**config.mk**
```make
export PLATFORM = sky130hd
export DESIGN_NAME = id_ex_stage
export DESIGN_NICKNAME = d
export VERILOG_FILES = /design/src/rtl/id_ex_stage.sv
export SDC_FILE = /design/constraint.sdc
export NUM_CORES = 1
export LEC_CHECK = 0
export ABC_CLOCK_PERIOD_IN_PS = 1930
export CAP_MARGIN = 25
export CORE_AREA = 2 2 135 137
export CTS_CLUSTER_SIZE = 40
export DETAILED_ROUTE_END_ITERATION = 10
export DIE_AREA = 0 0 137 139
export PLACE_DENSITY = 0.82
export SYNTH_ARGS = -nofsm -noshare
export SYNTH_HDL_FRONTEND = slang
export SYNTH_SLANG_ARGS = --single-unit
```
**constraint.sdc**
```tcl
create_clock -name clk -period 1.93 [get_ports clk]
set_clock_uncertainty 0.2 [all_clocks]
set_input_delay 0.193 -clock clk [delete_from_list [all_inputs] [get_ports clk]]
set_output_delay 0.193 -clock clk [all_outputs]
set_load 0.02 [all_outputs]
```
**src/rtl/id_ex_stage.sv**
```systemverilog
// ID/EX pipeline register with load-use hazard detection, bubble insertion and a saturating bubble counter.
// Define FORWARD_UNIT_EN to build the EX-stage forwarding selects; otherwise forwardA/forwardB are tied to 00.
module id_ex_stage #(
    parameter int STALL_CNT_W = 16
) (
    input  logic                   clk,
    input  logic                   rst,
    input  logic                   id_valid,
    input  logic [31:0]            id_pc,
    input  logic [31:0]            id_ReadData1,
    input  logic [31:0]            id_ReadData2,
    input  logic [31:0]            id_Extimm,
    input  logic [4:0]             id_rs,
    input  logic [4:0]             id_rt,
    input  logic [4:0]             id_rd,
    input  logic [9:0]             id_ctrl,
    input  logic                   flush,
    input  logic                   MEM_RegWrite,
    input  logic [4:0]             MEM_WriteReg,
    input  logic                   WB_RegWrite,
    input  logic [4:0]             WB_WriteReg,
    output logic                   stall,
    output logic                   EX_valid,
    output logic [31:0]            EX_pc,
    output logic [31:0]            EX_ReadData1,
    output logic [31:0]            EX_ReadData2,
    output logic [31:0]            EX_Extimm,
    output logic [4:0]             EX_rs,
    output logic [4:0]             EX_rt,
    output logic [4:0]             EX_rd,
    output logic [9:0]             EX_ctrl,
    output logic [1:0]             forwardA,
    output logic [1:0]             forwardB,
    output logic [STALL_CNT_W-1:0] stall_cnt
);

    // id_ctrl = {RegDst,ALUSrc,MemRead,MemWrite,MemtoReg,RegWrite,ALUOp[3:0]}
    localparam int CTRL_MEMREAD = 7;

    logic                   valid_q, valid_d;
    logic [31:0]            pc_q, pc_d;
    logic [31:0]            rd1_q, rd1_d;
    logic [31:0]            rd2_q, rd2_d;
    logic [31:0]            imm_q, imm_d;
    logic [4:0]             rs_q, rs_d;
    logic [4:0]             rt_q, rt_d;
    logic [4:0]             rd_q, rd_d;
    logic [9:0]             ctrl_q, ctrl_d;
    logic [STALL_CNT_W-1:0] cnt_q, cnt_d;
    logic                   load_in_ex;
    logic                   bubble;

    always_comb begin
        load_in_ex = valid_q & ctrl_q[CTRL_MEMREAD] & (rt_q != 5'd0);
        stall      = ~flush & id_valid & load_in_ex & ((rt_q == id_rs) | (rt_q == id_rt));
        bubble     = flush | stall;
    end

    always_comb begin
        valid_d = 1'b0;
        pc_d    = '0;
        rd1_d   = '0;
        rd2_d   = '0;
        imm_d   = '0;
        rs_d    = '0;
        rt_d    = '0;
        rd_d    = '0;
        ctrl_d  = '0;
        if (!bubble) begin
            valid_d = id_valid;
            pc_d    = id_pc;
            rd1_d   = id_ReadData1;
            rd2_d   = id_ReadData2;
            imm_d   = id_Extimm;
            rs_d    = id_rs;
            rt_d    = id_rt;
            rd_d    = id_rd;
            ctrl_d  = id_ctrl;
        end
        // Only hazard bubbles are counted; flush bubbles never raise stall.
        cnt_d = cnt_q;
        if (stall && (cnt_q != {STALL_CNT_W{1'b1}})) begin
            cnt_d = cnt_q + STALL_CNT_W'(1);
        end
    end

    always_ff @(posedge clk) begin
        if (rst) begin
            valid_q <= 1'b0;
            pc_q    <= '0;
            rd1_q   <= '0;
            rd2_q   <= '0;
            imm_q   <= '0;
            rs_q    <= '0;
            rt_q    <= '0;
            rd_q    <= '0;
            ctrl_q  <= '0;
            cnt_q   <= '0;
        end else begin
            valid_q <= valid_d;
            pc_q    <= pc_d;
            rd1_q   <= rd1_d;
            rd2_q   <= rd2_d;
            imm_q   <= imm_d;
            rs_q    <= rs_d;
            rt_q    <= rt_d;
            rd_q    <= rd_d;
            ctrl_q  <= ctrl_d;
            cnt_q   <= cnt_d;
        end
    end

    assign EX_valid     = valid_q;
    assign EX_pc        = pc_q;
    assign EX_ReadData1 = rd1_q;
    assign EX_ReadData2 = rd2_q;
    assign EX_Extimm    = imm_q;
    assign EX_rs        = rs_q;
    assign EX_rt        = rt_q;
    assign EX_rd        = rd_q;
    assign EX_ctrl      = ctrl_q;
    assign stall_cnt    = cnt_q;

`ifdef FORWARD_UNIT_EN
    // MEM is the younger producer, so it wins over WB; $0 is hardwired and never forwarded.
    always_comb begin
        forwardA = 2'b00;
        forwardB = 2'b00;
        if (valid_q) begin
            if (MEM_RegWrite && (MEM_WriteReg != 5'd0) && (MEM_WriteReg == rs_q)) begin
                forwardA = 2'b10;
            end else if (WB_RegWrite && (WB_WriteReg != 5'd0) && (WB_WriteReg == rs_q)) begin
                forwardA = 2'b01;
            end
            if (MEM_RegWrite && (MEM_WriteReg != 5'd0) && (MEM_WriteReg == rt_q)) begin
                forwardB = 2'b10;
            end else if (WB_RegWrite && (WB_WriteReg != 5'd0) && (WB_WriteReg == rt_q)) begin
                forwardB = 2'b01;
            end
        end
    end
`else
    logic unused_fwd_inputs;
    assign unused_fwd_inputs = ^{MEM_RegWrite, MEM_WriteReg, WB_RegWrite, WB_WriteReg};
    assign forwardA = 2'b00;
    assign forwardB = 2'b00;
`endif

endmodule
```
=== Word level (Yosys, flattened, before mapping) ===
Cells that the tools add are included.
Widths: inputs -> output; s select.

* Reduce and logical (&&, ||, !) cells: 3
* Add/subtract/negate cells: 1
* Bitwise operators: 8
* Equality and inequality tests: 3

{| class="wikitable"
|+ Operators with widths
! operator !! number
|-
| $add 16x1->16 const B || 1
|-
| $ne 16x16->1 const B || 1
|-
| $eq 5x5->1 || 2
|-
| $and 1x1->1 || 5
|-
| $reduce_bool 5->1 || 1
|-
| $or 1x1->1 || 2
|-
| $reduce_or 2->1 || 1
|-
| $logic_and 1x1->1 || 1
|-
| $not 1->1 || 1
|}

* Logic and storage cells: 25
* Output and inout port bits: 175
* Flip-flop bits (word level): 170
* Bits of input ports: 169

=== Logic depth before layout (Yosys ltp) ===
* Depth after elaboration: 6
* Depth in mapped cells: 8
* Gate-level depth less buffers: 5

=== Worst setup path before layout ===
OpenSTA, ideal clock, no wires.

* Kind: register to register
* Start: reg rt_q[1] (netlist: EX_rt[1])
* End: reg cnt_q[2] (netlist: stall_cnt[2])
* Setup time: 0.121 ns
* Buffers on the path: 2
* Stages on the path, launching flop included: 8
* Path slack: -0.260 ns
* Data arrival time: 1.869 ns
* Required time: 1.609 ns
* Cell sequence: dfxtp_1 -> or4_4 -> o21ai_4 -> buf_6 -> o21bai_2 -> buf_6 -> nor3b_2 -> mux2_4

* Cells in the longest elaborated chain, start to end: 5
* Elaborated cells on any way between the ends: 8
* Classes of those cells: eq/ne: 2; bitwise: 4; reduce/logical: 2

{| class="wikitable"
|+ Ends and longest elaborated chain
! element !! RTL line !! RTL
|-
| start, declared || 46 || <nowiki>logic [4:0] rt_q, rt_d;</nowiki>
|-
| start signal, assigned || 106 || <nowiki>rt_q <= rt_d;</nowiki>
|-
| $reduce_bool 5->1 || 54 || <nowiki>load_in_ex = valid_q & ctrl_q[CTRL_MEMREAD] & (rt_q != 5'd0);</nowiki>
|-
| $and 1x1->1 || 54 ||
|-
| $and 1x1->1 || 55 || <nowiki>stall = ~flush & id_valid & load_in_ex & ((rt_q == id_rs) | (rt_q == id_rt));</nowiki>
|-
| $and 1x1->1 (*) || 55 ||
|-
| $logic_and 1x1->1 (*) || 82 || <nowiki>if (stall && (cnt_q != {STALL_CNT_W{1'b1}})) begin</nowiki>
|-
| end signal, assigned || 109 || <nowiki>cnt_q <= cnt_d;</nowiki>
|-
| end, declared || 49 || <nowiki>logic [STALL_CNT_W-1:0] cnt_q, cnt_d;</nowiki>
|}

Mark *: on every way between the ends. The rest lies on a longest branch, timed or not.
A chain may end at the register's enable or synchronous reset.

=== Worst setup path in the final report ===
* Start: reg rt_q[3] (netlist: EX_rt[3])
* End: reg rt_q[1] (netlist: EX_rt[1])

* Cells in the longest elaborated chain, start to end: 6
* Elaborated cells on any way between the ends: 9
* Classes of those cells: eq/ne: 2; bitwise: 5; reduce/logical: 2

{| class="wikitable"
|+ Ends and longest elaborated chain
! element !! RTL line !! RTL
|-
| $reduce_bool 5->1 || 54 ||
|-
| $and 1x1->1 || 54 ||
|-
| $and 1x1->1 || 55 ||
|-
| $and 1x1->1 (*) || 55 ||
|-
| $or 1x1->1 (*) || 56 || <nowiki>bubble = flush | stall;</nowiki>
|-
| $reduce_or 2->1 (no line) (*) || -- ||
|}

Marks and branches as above.

==> PnR_summary.wiki <==
{| class="wikitable"
! Metric !! Value
|-
| Post-detailed-route count of antenna-violating nets || 0
|-
| Area leader, netlist || sky130_fd_sc_hd__dfxtp_1
|-
| TritonCTS clock tree || yes
|-
| Worst reg2reg path endpoint || EX_rt[1]$_SDFF_PP0_
|-
| Mean post-synth cell area || approximately 12 um2
|-
| Reg area || 3453 um2
|-
| Met2 Resource Use GR || between 20% and 30%
|-
| Multi-input combinational cell area || approximately 1900 um2
|-
| Pin count of the biggest net entering global routing || 75
|-
| Achievable clock frequency || about 460 MHz
|-
| Register-to-Register Path Depth || 8
|-
| Clock-pin slew of the registers on the worst-case setup and hold paths || ~0.070 ns
|-
| Height of the chip || 139 um
|-
| Biggest area contributors in the synthesized netlist || sky130_fd_sc_hd__dfxtp_1 65%, sky130_fd_sc_hd__and2_1 19%, sky130_fd_sc_hd__xor2_1 1.7%
|-
| Number of antenna violations at the first check in global routing || 0
|-
| Horizontal die dimension || 137 um
|-
| Endpoints failing hold || 0
|-
| Critical path class || register to register
|-
| Cell row count || 49
|-
| # nets final || roughly 990
|-
| Overall global routing resource usage || about 17%
|-
| Insertion delay to the later sink of the worst-skew pair || roughly 0.42 ns
|-
| TritonCTS buffer count || 17
|-
| Worst Setup End Kind || register
|-
| Max clock buf depth || 2
|-
| Root buffer cell || sky130_fd_sc_hd__clkbuf_16
|-
| Number of distinct standard cells referenced by the synthesized netlist || 38
|-
| Die Outline Area || approximately 19000 um2
|-
| Netlist area before placement || approximately 5200 um2
|-
| Total power divided by cell area || just under 800 nW/um2
|-
| Status || finished, violations left
|-
| Core footprint || between 15000 and 20000 um2
|-
| Total of warnings raised by yosys || 0
|-
| Worst hold stages || 2
|-
| Starting density of the core || 29.46%
|-
| Unrepaired setup endpoints after global routing || true
|-
| Count of hold buffers inserted by post-cts repair || 0
|-
| Via total after detailed routing || 4563
|-
| Number of DRC violations after detailed routing || 0
|-
| Critical path launch point type || register
|-
| Area share of the largest cell type after synthesis || 65.43%
|-
| First-pass GRT wire length || 24430 um
|-
| Number of top-level pins || about 340
|-
| Async SR Flop Fraction || 0%
|-
| Setup slack, reg-to-reg || -0.25 ns
|-
| Global-route met1 utilization || between 10% and 20%
|-
| Primary FF master, synth || sky130_fd_sc_hd__dfxtp_1
|-
| Routed wire length || between 15000 and 20000 um
|-
| Ant diodes || 0
|-
| Number of enable flip-flop cells after synthesis || 0
|-
| Total power || roughly 8 mW
|-
| Violations in the final reports || setup timing
|-
| Peak ir drop on the vdd network || 0.0005547 V
|-
| Area added between synthesis and finish || 95.09%
|-
| Register bit total from synthesis || 170
|-
| CTS sink cnt || 170
|-
| Hold WC Path Type || input port to register
|-
| Layout cells sized above 1 || 18.64%
|-
| Critical path peak fanout || 15
|-
| Wire length per cell after detailed routing || roughly 17 um
|-
| WP data arrival || between 2 and 2.5 ns
|-
| Number of buffers inserted by port buffering || 327
|-
| Utilization after layout || ~57%
|-
| Setup ws final || -0.2509 ns
|-
| Met3 track utilization from global routing || between 6 and 7%
|-
| Count leader, synth || sky130_fd_sc_hd__dfxtp_1
|-
| CTS HTree Levels || 4
|-
| Max-cap violation count || 0
|-
| Iteration-0 DRC count of the detailed router || 183
|-
| Required time reported for the critical path endpoint || 2.09 ns
|-
| Final-report max-slew violation count || 0
|-
| Capture endpoint of the worst hold path || EX_rd[4]$_SDFF_PP0_
|-
| Leakage Power || roughly 4.0 nW
|-
| Global route hottest layer || met2
|-
| Crit path time final || around 2.2 ns
|-
| Number of cells produced by synthesis || 450
|-
| Setup violations, final || approximately 170
|-
| Routed via count divided by cell count || about 4.3
|-
| Launch point of the worst hold path || id_rd[4]
|-
| First-pass detailed-route iteration total || 4
|-
| DP Wirelength || about 12000 um
|-
| Synth cell count leaders || 170 x sky130_fd_sc_hd__dfxtp_1, 156 x sky130_fd_sc_hd__and2_1, 15 x sky130_fd_sc_hd__a21oi_1
|-
| Share of synthesized area occupied by flip-flops and latches || between 60% and 70%
|-
| Weighted congestion at the end of routability-driven global placement || 0.7961
|-
| Share of the clock period used by the worst path || 113.0%
|-
| GRT Residual Overflow || 0
|-
| Count of filler cells inserted in the layout || around 1500
|-
| Via count of the first global-routing pass || roughly 4600
|-
| Worst flop-to-flop path startpoint || EX_rt[3]$_SDFF_PP0_
|}
==> stage by stage <==
stage | cells | instance area [um2] | setup WS (ns) | hold WS [ns] | setup TNS [ns]
2_1_floorplan | 453 | 5351 | -0.1872 | 0.1139 | -0.7065
3_3_place_gp | 1012 | 8976 | -0.5689 | 0.2794 | -49.84
3_5_place_dp | 1012 | 8976 | -0.6209 | 0.2856 | -54.71
4_1_cts | 1053 | 9777 | -0.2944 | 0.1001 | -37.34
5_1_grt | 1066 | 10150 | -0.3164 | 0.1067 | -47.12
6_report | 1066 | 10150 | -0.2509 | 0.1242 | -35.65
==> cells in the final DEF (no fill, tap or decap), types with 7 or more instances in the layout <==
cell	instances
sky130_fd_sc_hd__buf_4	26
sky130_fd_sc_hd__clkdlybuf4s50_1	317
sky130_fd_sc_hd__clkbuf_16	22
sky130_fd_sc_hd__buf_6	14
sky130_fd_sc_hd__buf_12	8
sky130_fd_sc_hd__and2_1	146
sky130_fd_sc_hd__and2_4	10
sky130_fd_sc_hd__a21oi_2	9
sky130_fd_sc_hd__dfxtp_1	154
sky130_fd_sc_hd__dfxtp_4	12
sky130_fd_sc_hd__xor2_1	9
sky130_fd_sc_hd__or4_4	7
==> sequential cells by signal, summed over array words and instances, names as in the netlist <==
signal	count
EX_Extimm	32
EX_ReadData1	32
EX_ReadData2	32
EX_ctrl	10
EX_pc	32
EX_rd	5
EX_rs	5
EX_rt	5
EX_valid	1
stall_cnt	16
==> kinds of logic (layout without fill, tap and decap cells) <==
logic type                 count (synthesis)  after routing  share of synthesized area, %
xor gates and xnor gates                  10             10                         1.684
other                                      1              4                       0.07210
DFF                                      170            170                         65.43
adders and majority gates                  1              1                        0.2405
muxes                                      1              1                        0.2886
AOI/OAI and AO/OA                         35             36                         4.402
and+or+nand+nor                          203            203                         24.80
buffers and inverters                     29            412                         3.079
==> final cells by class <==
class | instances | share of cell area, %
Clock buffer | 19 | 4.365
Timing Repair Buffer | 380 | 38.83
Tap cell | 229 | 2.824
Sequential cell | 170 | 34.03
Multi-Input combinational cell | 255 | 18.67
Clock inverter | 13 | 1.282
==> critical path, cell delays in order, from the launching register on <==
cell,delay (ns)
sky130_fd_sc_hd__dfxtp_4,0.37
sky130_fd_sc_hd__buf_6,0.11
sky130_fd_sc_hd__or4_4,0.48
sky130_fd_sc_hd__o21ai_4,0.18
sky130_fd_sc_hd__buf_6,0.15
sky130_fd_sc_hd__o21a_4,0.18
sky130_fd_sc_hd__buf_12,0.14
sky130_fd_sc_hd__clkbuf_16,0.17
sky130_fd_sc_hd__and2_1,0.12
==> power breakdown <==
group	internal, mW	total, mW	switching (mW)
clock	1.75	3.32	1.56
sequential	3.62	3.66	0.0405
combinational	0.652	1.07	0.413
total	6.03	8.04	2.02
==> layer usage <==
layer  part of all wire [%]  vias to the layer above  wire length [um]
li1                       -                     2208                 -
met1                     38                     2109              6782
met5                      0                        -                 0
met2                     52                      212              9141
met4                    2.2                        0               388
met3                    8.0                       34              1421
==> worst max-delay path by stage <==
stage	end	startpoint	slack, ns	cells after the start
floorplan	stall_cnt[2]$_SDFFE_PP0P_	EX_rt[1]$_SDFF_PP0_	-0.19	7
global placement	stall_cnt[11]$_SDFFE_PP0P_	id_rs[3]	-0.57	8
detailed placement	stall_cnt[12]$_SDFFE_PP0P_	id_rs[3]	-0.62	9
CTS	EX_ReadData2[29]$_SDFF_PP0_	EX_rt[3]$_SDFF_PP0_	-0.29	7
global route	EX_rt[1]$_SDFF_PP0_	EX_rt[3]$_SDFF_PP0_	-0.32	8
finish	EX_rt[1]$_SDFF_PP0_	EX_rt[3]$_SDFF_PP0_	-0.25	8
==> timing repair <==
action / CTS / global route
buffers inserted: 7 / 4
cloned: 2 / 9
setup endpoints to repair: 174 / 177
resized for setup: 48 / 38
pin swaps: 36 / 11
(Power assumes the default switching activity.)
